--- config.mk ---
export PLATFORM = sky130hd
export DESIGN_NAME = p2s_multi
export DESIGN_NICKNAME = d
export VERILOG_FILES = /design/src/rtl/p2s_multi.sv
export SDC_FILE = /design/constraint.sdc
export NUM_CORES = 1
export LEC_CHECK = 0
export ABC_AREA = 1
export CORE_MARGIN = 2
export CORE_UTILIZATION = 47
export DETAILED_ROUTE_END_ITERATION = 10
export HOLD_SLACK_MARGIN = 0.02
export PLACE_DENSITY_LB_ADDON = 0.15
export SLEW_MARGIN = 30
export SYNTH_ARGS = -nofsm -noshare
export SYNTH_HDL_FRONTEND = slang
export SYNTH_SLANG_ARGS = --single-unit
--- constraint.sdc ---
create_clock -name clk -period 1.7 [get_ports clk]
set_clock_uncertainty 0.05 [all_clocks]
set_input_delay 0.34 -clock clk [delete_from_list [all_inputs] [get_ports clk]]
set_output_delay 0.34 -clock clk [all_outputs]
set_load 0.05 [all_outputs]
--- src/rtl/p2s_multi.sv ---
`default_nettype none
// ============================================================================
//  Module   : p2s_multi
//  Purpose  : Multi-lane parallel-to-serial converter for chains of external
//             shift registers (74x164 / 74x595 style LED and 7-segment
//             drivers). All lanes share one serial clock. The block offers a
//             programmable divider, a selectable bit order, a storage-latch
//             strobe at end of frame and an idle/ready handshake.
//  Ports    : clk     - system clock, rising edge
//             rst     - synchronous reset, active low
//             start   - frame request; its rising edge loads a frame in idle
//             P_Data  - lane c = P_Data[c*DATA_BITS +: DATA_BITS]
//             s_clk   - registered serial shift clock
//             s_clrn  - active-low clear to the external registers
//             sout    - serial data, one bit per lane
//             s_latch - storage-latch strobe issued after the last bit
//             ready   - high while idle and able to accept a frame
//  Macro    : P2S_CLRN_PULSE_EN - when defined, a CLEAR state drives s_clrn
//             low for CLK_DIV cycles between the load and the first bit.
//             When undefined, s_clrn is tied high.
//  Revision : 1.0 - initial multi-lane release
// ============================================================================
module p2s_multi #(
  parameter int DATA_BITS = 64,
  parameter int NUM_CH    = 1,
  parameter int CNT_BITS  = 7,
  parameter int CLK_DIV   = 1,
  parameter int DIV_BITS  = 4,
  parameter int MSB_FIRST = 0
) (
  input  logic                        clk,
  input  logic                        rst,
  input  logic                        start,
  input  logic [NUM_CH*DATA_BITS-1:0] P_Data,
  output logic                        s_clk,
  output logic                        s_clrn,
  output logic [NUM_CH-1:0]           sout,
  output logic                        s_latch,
  output logic                        ready
);

  localparam logic [DIV_BITS-1:0] c_div_last = DIV_BITS'(CLK_DIV - 1);
  localparam logic [CNT_BITS-1:0] c_cnt_last = CNT_BITS'(DATA_BITS - 1);

  typedef enum logic [1:0] {
    ST_IDLE  = 2'd0,
    ST_CLEAR = 2'd1,
    ST_SHIFT = 2'd2,
    ST_LATCH = 2'd3
  } state_t;

  state_t                state_q, state_d;
  logic                  s_clk_q, s_clk_d;
  logic                  s_latch_q, s_latch_d;
  logic                  ready_q, ready_d;
  logic                  start_q;
  logic [CNT_BITS-1:0]   cnt_q, cnt_d;
  logic [DIV_BITS-1:0]   div_q, div_d;
  logic [DATA_BITS-1:0]  buf_q [NUM_CH];
  logic [DATA_BITS-1:0]  buf_d [NUM_CH];
  logic                  div_last;
  logic                  load_evt;
`ifdef P2S_CLRN_PULSE_EN
  logic                  s_clrn_q, s_clrn_d;
`endif

  assign div_last = (div_q == c_div_last);
  assign load_evt = start && !start_q;

  always_comb begin
    state_d   = state_q;
    s_clk_d   = s_clk_q;
    s_latch_d = s_latch_q;
    ready_d   = ready_q;
    cnt_d     = cnt_q;
    div_d     = div_q;
    buf_d     = buf_q;
`ifdef P2S_CLRN_PULSE_EN
    s_clrn_d  = s_clrn_q;
`endif

    case (state_q)
      ST_IDLE: begin
        s_clk_d   = 1'b0;
        s_latch_d = 1'b0;
        ready_d   = 1'b1;
        if (load_evt) begin
          for (int c = 0; c < NUM_CH; c++) begin
            buf_d[c] = P_Data[c*DATA_BITS +: DATA_BITS];
          end
          cnt_d   = '0;
          div_d   = '0;
          ready_d = 1'b0;
`ifdef P2S_CLRN_PULSE_EN
          s_clrn_d = 1'b0;
          state_d  = ST_CLEAR;
`else
          state_d  = ST_SHIFT;
`endif
        end
      end

`ifdef P2S_CLRN_PULSE_EN
      ST_CLEAR: begin
        s_clk_d = 1'b0;
        if (div_last) begin
          div_d    = '0;
          s_clrn_d = 1'b1;
          state_d  = ST_SHIFT;
        end else begin
          div_d = div_q + DIV_BITS'(1);
        end
      end
`endif

      ST_SHIFT: begin
        if (!div_last) begin
          div_d = div_q + DIV_BITS'(1);
        end else begin
          div_d = '0;
          if (!s_clk_q) begin
            s_clk_d = 1'b1;
          end else begin
            // End of the high phase: advance every lane by one bit so the
            // next bit is already settled for the whole following low phase.
            s_clk_d = 1'b0;
            for (int c = 0; c < NUM_CH; c++) begin
              if (MSB_FIRST != 0) begin
                buf_d[c] = {buf_q[c][DATA_BITS-2:0], 1'b0};
              end else begin
                buf_d[c] = {1'b0, buf_q[c][DATA_BITS-1:1]};
              end
            end
            cnt_d = cnt_q + CNT_BITS'(1);
            if (cnt_q == c_cnt_last) begin
              s_latch_d = 1'b1;
              state_d   = ST_LATCH;
            end
          end
        end
      end

      ST_LATCH: begin
        s_clk_d = 1'b0;
        if (div_last) begin
          div_d     = '0;
          s_latch_d = 1'b0;
          ready_d   = 1'b1;
          state_d   = ST_IDLE;
        end else begin
          div_d = div_q + DIV_BITS'(1);
        end
      end

      default: begin
        state_d = ST_IDLE;
      end
    endcase
  end

  always_ff @(posedge clk) begin
    if (!rst) begin
      state_q   <= ST_IDLE;
      s_clk_q   <= 1'b0;
      s_latch_q <= 1'b0;
      ready_q   <= 1'b0;
      start_q   <= 1'b0;
      cnt_q     <= '0;
      div_q     <= '0;
      for (int c = 0; c < NUM_CH; c++) begin
        buf_q[c] <= '0;
      end
`ifdef P2S_CLRN_PULSE_EN
      s_clrn_q  <= 1'b1;
`endif
    end else begin
      state_q   <= state_d;
      s_clk_q   <= s_clk_d;
      s_latch_q <= s_latch_d;
      ready_q   <= ready_d;
      start_q   <= start;
      cnt_q     <= cnt_d;
      div_q     <= div_d;
      buf_q     <= buf_d;
`ifdef P2S_CLRN_PULSE_EN
      s_clrn_q  <= s_clrn_d;
`endif
    end
  end

  // Each lane presents the bit at its output end of the buffer.
  for (genvar c = 0; c < NUM_CH; c++) begin : g_lane
    if (MSB_FIRST != 0) begin : g_msb
      assign sout[c] = buf_q[c][DATA_BITS-1];
    end else begin : g_lsb
      assign sout[c] = buf_q[c][0];
    end
  end

  assign s_clk   = s_clk_q;
  assign s_latch = s_latch_q;
  assign ready   = ready_q;
`ifdef P2S_CLRN_PULSE_EN
  assign s_clrn  = s_clrn_q;
`else
  assign s_clrn  = 1'b1;
`endif

endmodule
`default_nettype wire
Word level (Yosys, flattened, before mapping)
Index checks and enable logic that the tools add are counted.

operators by class
  add/subtract/negate cells = 2
  multiply operators = 0
  divide/modulo/power cells = 0
  $lt $le $gt $ge = 0
  equality and inequality tests = 8
  shifts and indexed selects = 0
  mux-type cells = 28
  bitwise logic cells = 0
  reduce and logical (&&, ||, !) cells = 17

operators by type and width
  operator                                                               number
  64-bit two-way mux                                                     3
  64-bit case mux with 2 select lines                                    1
  7-bit two-way mux                                                      3
  7-bit case mux with 2 select lines                                     1
  2-bit two-way mux                                                      5
  2-bit inequality test, second input constant                           5
  5-bit AND reduction                                                    2
  1-bit two-way mux                                                      8
  4-bit two-way mux                                                      2
  4-bit case mux with 2 select lines                                     1
  2-bit nonzero test                                                     4
  7-bit by 1-bit adder with 7-bit output, second input constant          1
  7-bit by 6-bit equality test with 1-bit output, second input constant  1
  2-bit case mux with 3 select lines                                     1
  2-bit AND reduction                                                    3
  4-bit by 1-bit adder with 4-bit output, second input constant          1
  2-bit equality test, second input constant                             2
  4-bit zero test                                                        1
  1-bit case mux with 2 select lines                                     2
  4-bit AND reduction                                                    1
  2-bit OR reduction                                                     2
  1-bit case mux with 3 select lines                                     1
  3-bit nonzero test                                                     1
  2-bit zero test                                                        1
  2 further kinds                                                        2

storage, ports and cells
  flip-flop bits (word level) = 81
  latch bits = 0
  bits in writable memories = 0
  bits in read-only memories = 0
  input port bits = 67
  memories kept = 0

Logic depth before layout (Yosys ltp)
Gate-level depths: netlist of the first run.

  depth in word-level cells = 5
  mapped depth = 12
  depth with buffers taken out = 10

Least setup slack after synthesis of the first run
No wires, ideal clock.

  path type = register to register
  start point = reg state_q[0]
  end point = reg cnt_q[4]
  arrival = 1.478 ns
  required time = 1.535 ns
  setup slack = 0.057 ns
  cell stages (with the launch flop) = 13
  cells stage by stage = dfxtp_1 > inv_1 > ha_1 > buf_2 > inv_2 > nor2_2 > inv_2 > nand3_2 > inv_2 > buf_2 > nand3_1 > nand2_1 > nor2_1

between the ends
  cells in the longest elaborated chain, start to end = 3

ends and longest elaborated chain
  element                                                                              line  source
  start: declaration                                                                   52    state_t state_q, state_d;
  start signal: assignment                                                             177   state_q <= state_d;
  2-bit equality test / 2-bit zero test (equally long branches)                        82    case (state_q)
  2-bit inequality test (no source line) / 2-bit nonzero test (equally long branches)  --
  4-bit AND reduction (no source line)                                                 --
  end signal: assignment                                                               182   cnt_q <= cnt_d;
  end: declaration                                                                     57    logic [CNT_BITS-1:0] cnt_q, cnt_d;

Several ways; a longest one is shown, not always the timed one.
A chain may end at the register's enable or synchronous reset.

Worst setup path in the final report of the first run
Same ends and word-level chain as after synthesis.

==> results of run 1 <==
## cells in the mapped netlist
cell	instances
inv_2	4
nand3_1	16
o211ai_1	1
buf_2	20
or2_2	1
buf_1	1
nand2_1	347
nand3_2	1
conb_1	1
buf_6	1
nor2_1	16
buf_4	2
clkbuf_1	14
nor3_1	1
dfxtp_1	81
inv_1	20
o21ai_0	6
a21oi_1	76
xor2_1	2
ha_1	6
o21ai_1	1
o21bai_1	1
nor2_2	1
nand4_1	3
## state kept, by name (all words and copies together) (netlist names)
signal and count:
buf_q 64, cnt_q 7, div_q 4, state_q 2, ready 1, s_clk 1, s_latch 1, start_q 1
## worst max-delay path, delay by kind of cell (launching register included)
family / cells / cell delay (ps)
fa+ha+maj: 1 / 190
buf+inv: 6 / 570
flops: 1 / 370
simple gates: 5 / 340
## per-stage QoR
step                      hold WS (ps)  utilization [%]  cells  setup TNS, ps
after detailed placement           388             59.2    782          -7450
after global placement             384             59.2    782          -5250
after CTS                          416             62.3    799              0
final                              415             62.9    801              0
after floorplan                    375                -    623              0
after global routing               433             62.9    801          -1.12
## timing repair
item / 4_1_cts / 5_1_grt
endpoints found under the setup margin: 32 / 71
resized for setup: 7 / 18
pin swaps: 0 / 2
hold buffers: 0 / 0
gates cloned: 1 / 0
buffers inserted: 0 / 2
endpoints found under the hold margin: 0 / 0
## per-layer routing
| metal | track usage, % | vias up | part of all wire, % |
|---|---|---|---|
| met5 | 0 | - | 0 |
| met2 | 37.1 | 71 | 47 |
| met4 | 7.97 | 0 | 1.3 |
| met1 | 25.5 | 1731 | 47 |
| met3 | 3.48 | 12 | 3.8 |
| li1 | - | 2075 | - |
## worst min path at each step
stage          startpoint         to  slack, ps  cells after the start
2_1_floorplan   buf_q[25]  buf_q[25]        370                      2
3_3_place_gp    buf_q[25]  buf_q[25]        380                      2
3_5_place_dp    buf_q[25]  buf_q[25]        390                      2
4_1_cts         buf_q[22]  buf_q[22]        420                      2
5_1_grt         buf_q[22]  buf_q[22]        430                      2
6_report        buf_q[12]  buf_q[12]        420                      2
## cell type report
class | count | area share (%)
Tap cell | 105 | 2.57
Timing Repair Buffer | 95 | 19.7
Sequential cell | 81 | 31.8
Clock buffer | 9 | 2.42
Clock inverter | 7 | 1.15
Inverter | 24 | 2.01
Multi-Input combinational cell | 480 | 40.3
## where the power goes
group	internal (mW)	total, mW	switching, mW
clock network	0.553	1.30	0.752
registers	2.22	2.39	0.171
logic	1.07	2.58	1.50
total	3.85	6.28	2.43
## cell families after synthesis
logic type               count (synthesis)  share of synthesized area [%]
XOR/XNOR                                 2                          0.448
other                                    1                         0.0959
AO/OA/AOI/OAI                           85                           11.0
AND/OR/NAND/NOR                        386                           38.1
flip-flops                              81                           41.5
buffers and inverters                   62                           6.98
adder cells (fa/ha/maj)                  6                           1.92
==> results_dict.tcl, run 1 <==
set metrics [dict create \
    status "complete, no violations" \
    grt_util_all_layers_pct 21.0 \
    area_growth_pct 30.8 \
    grt_max_degree 70 \
    fin_crit_ps 1620 \
    num_antenna_cells 0 \
    via_count 3889 \
    root_buffer "clkbuf_8" \
    critPathLaunchType "flip-flop" \
    reg2reg_to "cnt_q[4]" \
    cts_num_sinks 81 \
    core_area_mm2 0.00813 \
    io_pins 72 \
    dieHeight_um 95.2 \
    ys_seq_elements 81 \
    grt_pass1_wl_um 15300 \
    gp_congestion 0.854 \
    num-nets-final 764 \
    reg2reg_from "state_q[0]" \
    synth_area_leaders "dfxtp_1, nand2_1, a21oi_1" \
    drv_cap 0 \
    dr.pass1.iters 4 \
    final_cell_mix "nand2_1, dfxtp_1, a21oi_1, clkdlybuf4s50_1, buf_4" \
    drc 0 \
    dieArea_mm2 0.00906 \
    cp_max_fo 7 \
    leakagePower_nw 2.23 \
    cp-endpoint "cnt_q[4]" \
    cp_slowest_cell "dfxtp_2" \
    wl_um 9140 \
    final_area_mm2 0.00512 \
    powerDensity_mw_per_mm2 1230 \
    yosysWarningCount 0 \
    tritoncts "built" \
    grt_pass1_vias 3610 \
    dp_hpwl_um 5830 \
    fp-row-count 33 \
    hold_viol_final 0 \
    worstPathArrival_ps 1810 \
    cts.path.max_buffers 2 \
    setup_violations 0 \
    power.total_mw 6.28 \
    syn_avg_cell_area_um2 6.28 \
    worstHoldPathType "flip-flop to flip-flop" \
    multi_input_area_mm2 0.00206 \
    post-route-period-util_pct 95.3 \
    port_buffers 70 \
    fin_ws_ps 79.8 \
    crit_chain "inv_4 > ha_4 > inv_4 > nor2_2 > inv_2 > nand3_4 > inv_8 > buf_4 > buf_4 > nand3_1 > nand2_1 > nor2_1" \
    ir_drop_uv 531 \
    grt-ovfl-total 0 \
    fmax_mhz 617 \
    syn_nets 696 \
    pre_cts_ws_ps -170 \
    synthDistinctLibCells 24 \
    start_util_pct 48.1 \
    critPathCaptureType "flip-flop" \
    synth-seq-area-share_pct 41.5 \
    slew_violations 0 \
    seq_area_mm2 0.00163 \
    syn_inst 623 \
    syn_area_mm2 0.00391 \
    crit_type "flip-flop to flip-flop" \
    drive_above_1_share_pct 9.34 \
    synth_top_area_cell "dfxtp_1" \
    synth_top_area_share_pct 41.5 \
    drt_iter0_drc 123 \
    die_x_um 95.2 \
    wl_per_cell_um 11.4 \
    worst_r2r_path_depth 12 \
    antenna_found_initial 0 \
    mostFrequentLayoutCell "nand2_1" \
    n_fill_cell 738 \
    r2r_setup_slack_ps 80 \
    htreeDepth 3 \
    viasPerCell 4.86 \
    clk_pin_slew_worst_paths_ps 80 \
    cts-buffers-inserted 9 \
    cp.required_ps 1890 \
    drt.antenna.violating_nets 0 \
    startpoint "state_q[0]" \
    insertion_delay_ps 350 \
    crit_path_max_incr_delay_ps 370 \
    placed_area_mm2 0.00482 \
]
Power figures use the tool's default switching activity.
==> run 2: changes to the inputs <==
CORE_ASPECT_RATIO = 1.2   (was not set)
CTS_BUF_LIST = sky130_fd_sc_hd__clkbuf_4 sky130_fd_sc_hd__clkbuf_8 sky130_fd_sc_hd__clkbuf_16   (was not set)
==> run 2 against run 1 <==
  * First-iteration DRC count up 13%
  * Sequential power about the same
  * Wire length decreased by 1.2%
  * Global-route usage down 0.99 points
  * Cell count shrank 1.2%
  * Clock-buffer cell count grew 1
  * Critical path depth decreased by 2
  * Total power grew 3.2%
  * Register-to-register slack got worse by 50 ps
  * Clock power up 17%
  * Critical path type unchanged
  * Largest power group unchanged
==> results_dict.tcl, run 2 (synthesis gave the netlist of run 1 again) <==
set metrics [dict create \
    status "complete, no violations" \
    largest_register_ffs 64 \
    mostFrequentLayoutCell "nand2_1" \
    p_switching_mw 2.34 \
    grt-ovfl-total 0 \
    core_area_mm2 0.00811 \
    largest-register "buf_q" \
    area_growth_pct 31.6 \
    hold_viol_final 0 \
    htreeDepth 3 \
    grt_pass1_wl_um 15100 \
    wl_per_cell_um 11.4 \
    start_util_pct 48.2 \
    p_sw_share_pct 36.2 \
    antenna_found_initial 0 \
    dieHeight_um 104 \
    critPathCaptureType "flip-flop" \
    dieArea_mm2 0.00907 \
    slew_violations 0 \
    n_fill_cell 751 \
    worstPathArrival_ps 1850 \
    crit_type "flip-flop to flip-flop" \
    final_cell_mix "nand2_1, dfxtp_1, a21oi_1, clkdlybuf4s50_1, buf_4" \
    io_pins 72 \
    tritoncts "built" \
    grt_util_all_layers_pct 20.0 \
    critPathLaunchType "flip-flop" \
    pre_cts_ws_ps -152 \
    drc 0 \
    num-nets-final 765 \
    drt.antenna.violating_nets 0 \
    setup_violations 0 \
    drv_cap 0 \
    port_buffers 70 \
    insertion_delay_ps 340 \
    p_int_mw 4.14 \
    grt_pass1_vias 3732 \
    placed_cells 772 \
    clk_pin_slew_worst_paths_ps 80 \
    powerDensity_mw_per_mm2 1260 \
    comb_power_share_pct 39.7 \
    root_buffer "clkbuf_8" \
    fmax_mhz 597 \
    clkPwrFrac_pct 23.4 \
    cp_max_fo 11 \
    multi_input_area_mm2 0.00206 \
    top_regs "buf_q: 64 flops, cnt_q: 7 flops, div_q: 4 flops" \
    seq_area_mm2 0.00163 \
    ir_drop_uv 579 \
    fin_crit_ps 1670 \
    seqPwrFrac_pct 36.9 \
    dp_hpwl_um 5770 \
    wl_um 9030 \
    cp.required_ps 1870 \
    viasPerCell 4.93 \
    leakagePower_nw 2.26 \
    grt_max_degree 62 \
    cts_num_sinks 81 \
    cts.path.max_buffers 2 \
    fp-row-count 36 \
    gp_congestion 0.788 \
    dr.pass1.iters 4 \
    cts_hold_buf 0 \
    via_count 3903 \
    instances_no_fill 791 \
    cts-buffers-inserted 9 \
    worstHoldPathType "flip-flop to flip-flop" \
    drt_iter0_drc 139 \
    fin_ws_ps 25.3 \
    drive_above_1_share_pct 9.20 \
    num_antenna_cells 0 \
    post-route-period-util_pct 98.5 \
    die_x_um 87.3 \
]
-- run 2: area by class of cell --
type / instances / share of cell area [%]
clock buffer: 10 / 2.55
tap: 95 / 2.31
timing repair buffer: 96 / 19.8
clock inverter: 5 / 1.58
inverter: 24 / 2.09
sequential: 81 / 31.7
multi-input combinational: 480 / 40.0
-- run 2: repair_timing --
| item | in CTS | in global routing |
|---|---|---|
| endpoints found under the setup margin | 67 | 72 |
| setup buffers | 0 | 1 |
| gates resized for setup | 6 | 23 |
| cloned | 0 | 3 |
| pin swaps | 0 | 3 |
-- run 2: critical path: stages (launching register included) --
cell and delay (ps):
dfxtp_4 380, inv_2 50, ha_4 180, inv_2 80, nand2_1 70, nand2_1 110
nand3_4 170, buf_4 190, clkbuf_16 160, nand2_1 60, a21oi_1 60
-- run 2: stage by stage --
step	hold slack (ps)	setup TNS [ps]	area [um^2]	power, mW	util [%]
6_report	407	0	5140	6.48	63.4
5_1_grt	439	-370	5140	6.94	63.4
4_1_cts	407	0	4990	6.25	61.6
3_5_place_dp	396	-7070	4750	4.69	58.6
3_3_place_gp	386	-6140	4750	4.66	58.6
2_1_floorplan	375	0	3910	3.99	-
-- run 2: final timing paths --
path / slack (ps) / depth (start not counted) / from / endpoint
max: 30 / 10 / state_q[1] / buf_q[17]
min: 410 / 2 / buf_q[25] / buf_q[25]
max reg2reg: 30 / 10 / state_q[1] / buf_q[17]
min reg2reg: 410 / 2 / buf_q[25] / buf_q[25]
-- run 2: power groups by stage --
stage	Clock, mW	Combinational [mW]	Sequential, mW
floorplan	0	1.56	2.42
global placement	0	2.25	2.41
detailed placement	0	2.27	2.42
CTS	1.54	2.33	2.38
global route	1.62	2.88	2.43
finish	1.52	2.57	2.39
-- run 2: metal layers --
metal / part of all wire [%] / track usage, % / vias up
met5: 0 / 0 / -
met4: 1.2 / 6.59 / 0
met3: 4.8 / 2.94 / 9
met2: 50 / 36.1 / 83
met1: 45 / 23.7 / 1740
li1: - / - / 2071
==> run 3: changes to the inputs <==
CORE_ASPECT_RATIO = 1.5   (was 1.2)
==> run 3 against run 2 <==
  * Maximum frequency grew 4.4%
  * Die area grew 0.13%
  * Flip-flop and latch count is the same
  * Hold slack lost 2.7 ps
  * Setup slack gained 71 ps
  * Register-to-register slack gained 70 ps
  * Critical path type unchanged
  * Largest power group unchanged
==> results_dict.tcl, run 3 (synthesis gave the netlist of run 1 again) <==
set metrics [dict create \
    worstPathArrival_ps 1820 \
    slew_violations 0 \
    worst_r2r_path_depth 10 \
    start_util_pct 48.5 \
    crit_type "flip-flop to flip-flop" \
    wl_per_cell_um 11.7 \
    p_int_mw 4.69 \
    seq_area_mm2 0.00163 \
    drv_cap 0 \
    port_buffers 70 \
    tritoncts "built" \
    mostFrequentLayoutCell "nand2_1" \
    drive_above_1_share_pct 10.0 \
    tns_ps 0 \
    comb_power_share_pct 37.1 \
    grt_util_all_layers_pct 21.4 \
    ir_drop_uv 990 \
    top_regs "buf_q: 64 flops, cnt_q: 7 flops, div_q: 4 flops" \
    root_buffer "clkbuf_16" \
    holdPathEnd "buf_q[25]" \
    p_sw_share_pct 33.9 \
    drt_iter0_drc 218 \
    fp-row-count 40 \
    power.total_mw 7.09 \
    cts_hold_buf 0 \
    largest-register "buf_q" \
    dr.pass1.iters 4 \
    insertion_delay_ps 330 \
    cts.path.max_buffers 2 \
    seqPwrFrac_pct 33.8 \
    hold_viol_final 0 \
    dieArea_mm2 0.00908 \
    p_switching_mw 2.41 \
    grt_pass1_vias 3678 \
    critPathCaptureType "flip-flop" \
    leakagePower_nw 2.32 \
    post-route-period-util_pct 94.3 \
    placed_area_mm2 0.00482 \
    drc 0 \
    multi_input_area_mm2 0.00207 \
    holdPathStages 2 \
    drt.antenna.violating_nets 0 \
    critPathLaunchType "flip-flop" \
    num-nets-final 769 \
    cp_max_fo 14 \
    die_x_um 78.5 \
    gp_congestion 0.867 \
    viasPerCell 4.96 \
    r2r_setup_slack_ps 100 \
    area_growth_pct 35.5 \
    n_fill_cell 745 \
    clkPwrFrac_pct 29.1 \
    cts-buffers-inserted 9 \
    cp.required_ps 1910 \
    powerDensity_mw_per_mm2 1340 \
    core_area_mm2 0.00806 \
    reg2reg_from "state_q[0]" \
    cts_num_sinks 81 \
    worstHoldPathType "flip-flop to flip-flop" \
    wl_um 9440 \
    num_antenna_cells 0 \
    dieHeight_um 116 \
    largest_register_ffs 64 \
    antenna_found_initial 0 \
    grt-ovfl-total 0 \
    grt_pass1_wl_um 15700 \
    hold_start "buf_q[25]" \
    htreeDepth 3 \
    fin_crit_ps 1600 \
    via_count 3984 \
    fmax_mhz 624 \
    grt_max_degree 59 \
    final_area_mm2 0.00530 \
    reg2reg_to "buf_q[37]" \
    status "complete, no violations" \
    io_pins 72 \
    final_cell_mix "nand2_1, dfxtp_1, a21oi_1, clkdlybuf4s50_1, buf_4" \
    setup_violations 0 \
    clk_pin_slew_worst_paths_ps 60 \
    dp_hpwl_um 6000 \
]
==> run 3: final cells by class <==
type                       count  share of cell area (%)
clock buffer                  11                    4.77
clock inverter                 3                    1.23
inverter                      24                    1.79
multi-input combinational    480                    39.0
sequential                    81                    30.7
tap                          105                    2.48
timing repair buffer         100                    20.0
==> run 3: worst max-delay path by stage <==
stage | start | endpoint | slack [ps]
floorplan | state_q[0] | cnt_q[4] | 60
global placement | start | cnt_q[4] | -150
detailed placement | start | cnt_q[4] | -170
CTS | div_q[0] | cnt_q[5] | 8
global route | state_q[0] | buf_q[36] | -8
finish | state_q[0] | buf_q[37] | 100
==> run 3: per-stage QoR <==
step	cells	hold WS, ps	utilization, %	setup WS (ps)
global placement	784	387	59.8	-145
global route	804	427	65.7	-7.91
finish	804	405	65.7	96.6
floorplan	623	375	-	56.7
detailed placement	784	403	59.8	-171
CTS	799	411	64.7	8.20
==> run 3: layer usage <==
layer | track usage (%) | part of all wire, %
met2 | 38.7 | 51
met1 | 24.1 | 43
met4 | 10.8 | 2.2
met5 | 0 | 0
met3 | 3.89 | 3.7
==> run 3: power groups by stage <==
stage               Combinational [mW]  Clock [mW]  Sequential (mW)
finish                            2.63        2.06             2.40
global route                      2.94        2.18             2.44
CTS                               2.50        2.11             2.39
detailed placement                2.35           0             2.42
global placement                  2.32           0             2.41
floorplan                         1.56           0             2.42
==> run 3: timing repair <==
action,CTS,global route
cloned,1,1
pin swaps,1,0
resized for setup,9,17
buffers inserted,0,4
setup endpoints to repair,55,67
==> run 3: critical path, cell delays in order (launching register included) <==
cell and delay [ps]:
dfxtp_2 330, inv_2 100, ha_4 200, inv_2 70, nor2_2 90, inv_2 60, nand3_4 120, buf_4 120
buf_4 180, nand2_1 70, a21oi_1 140
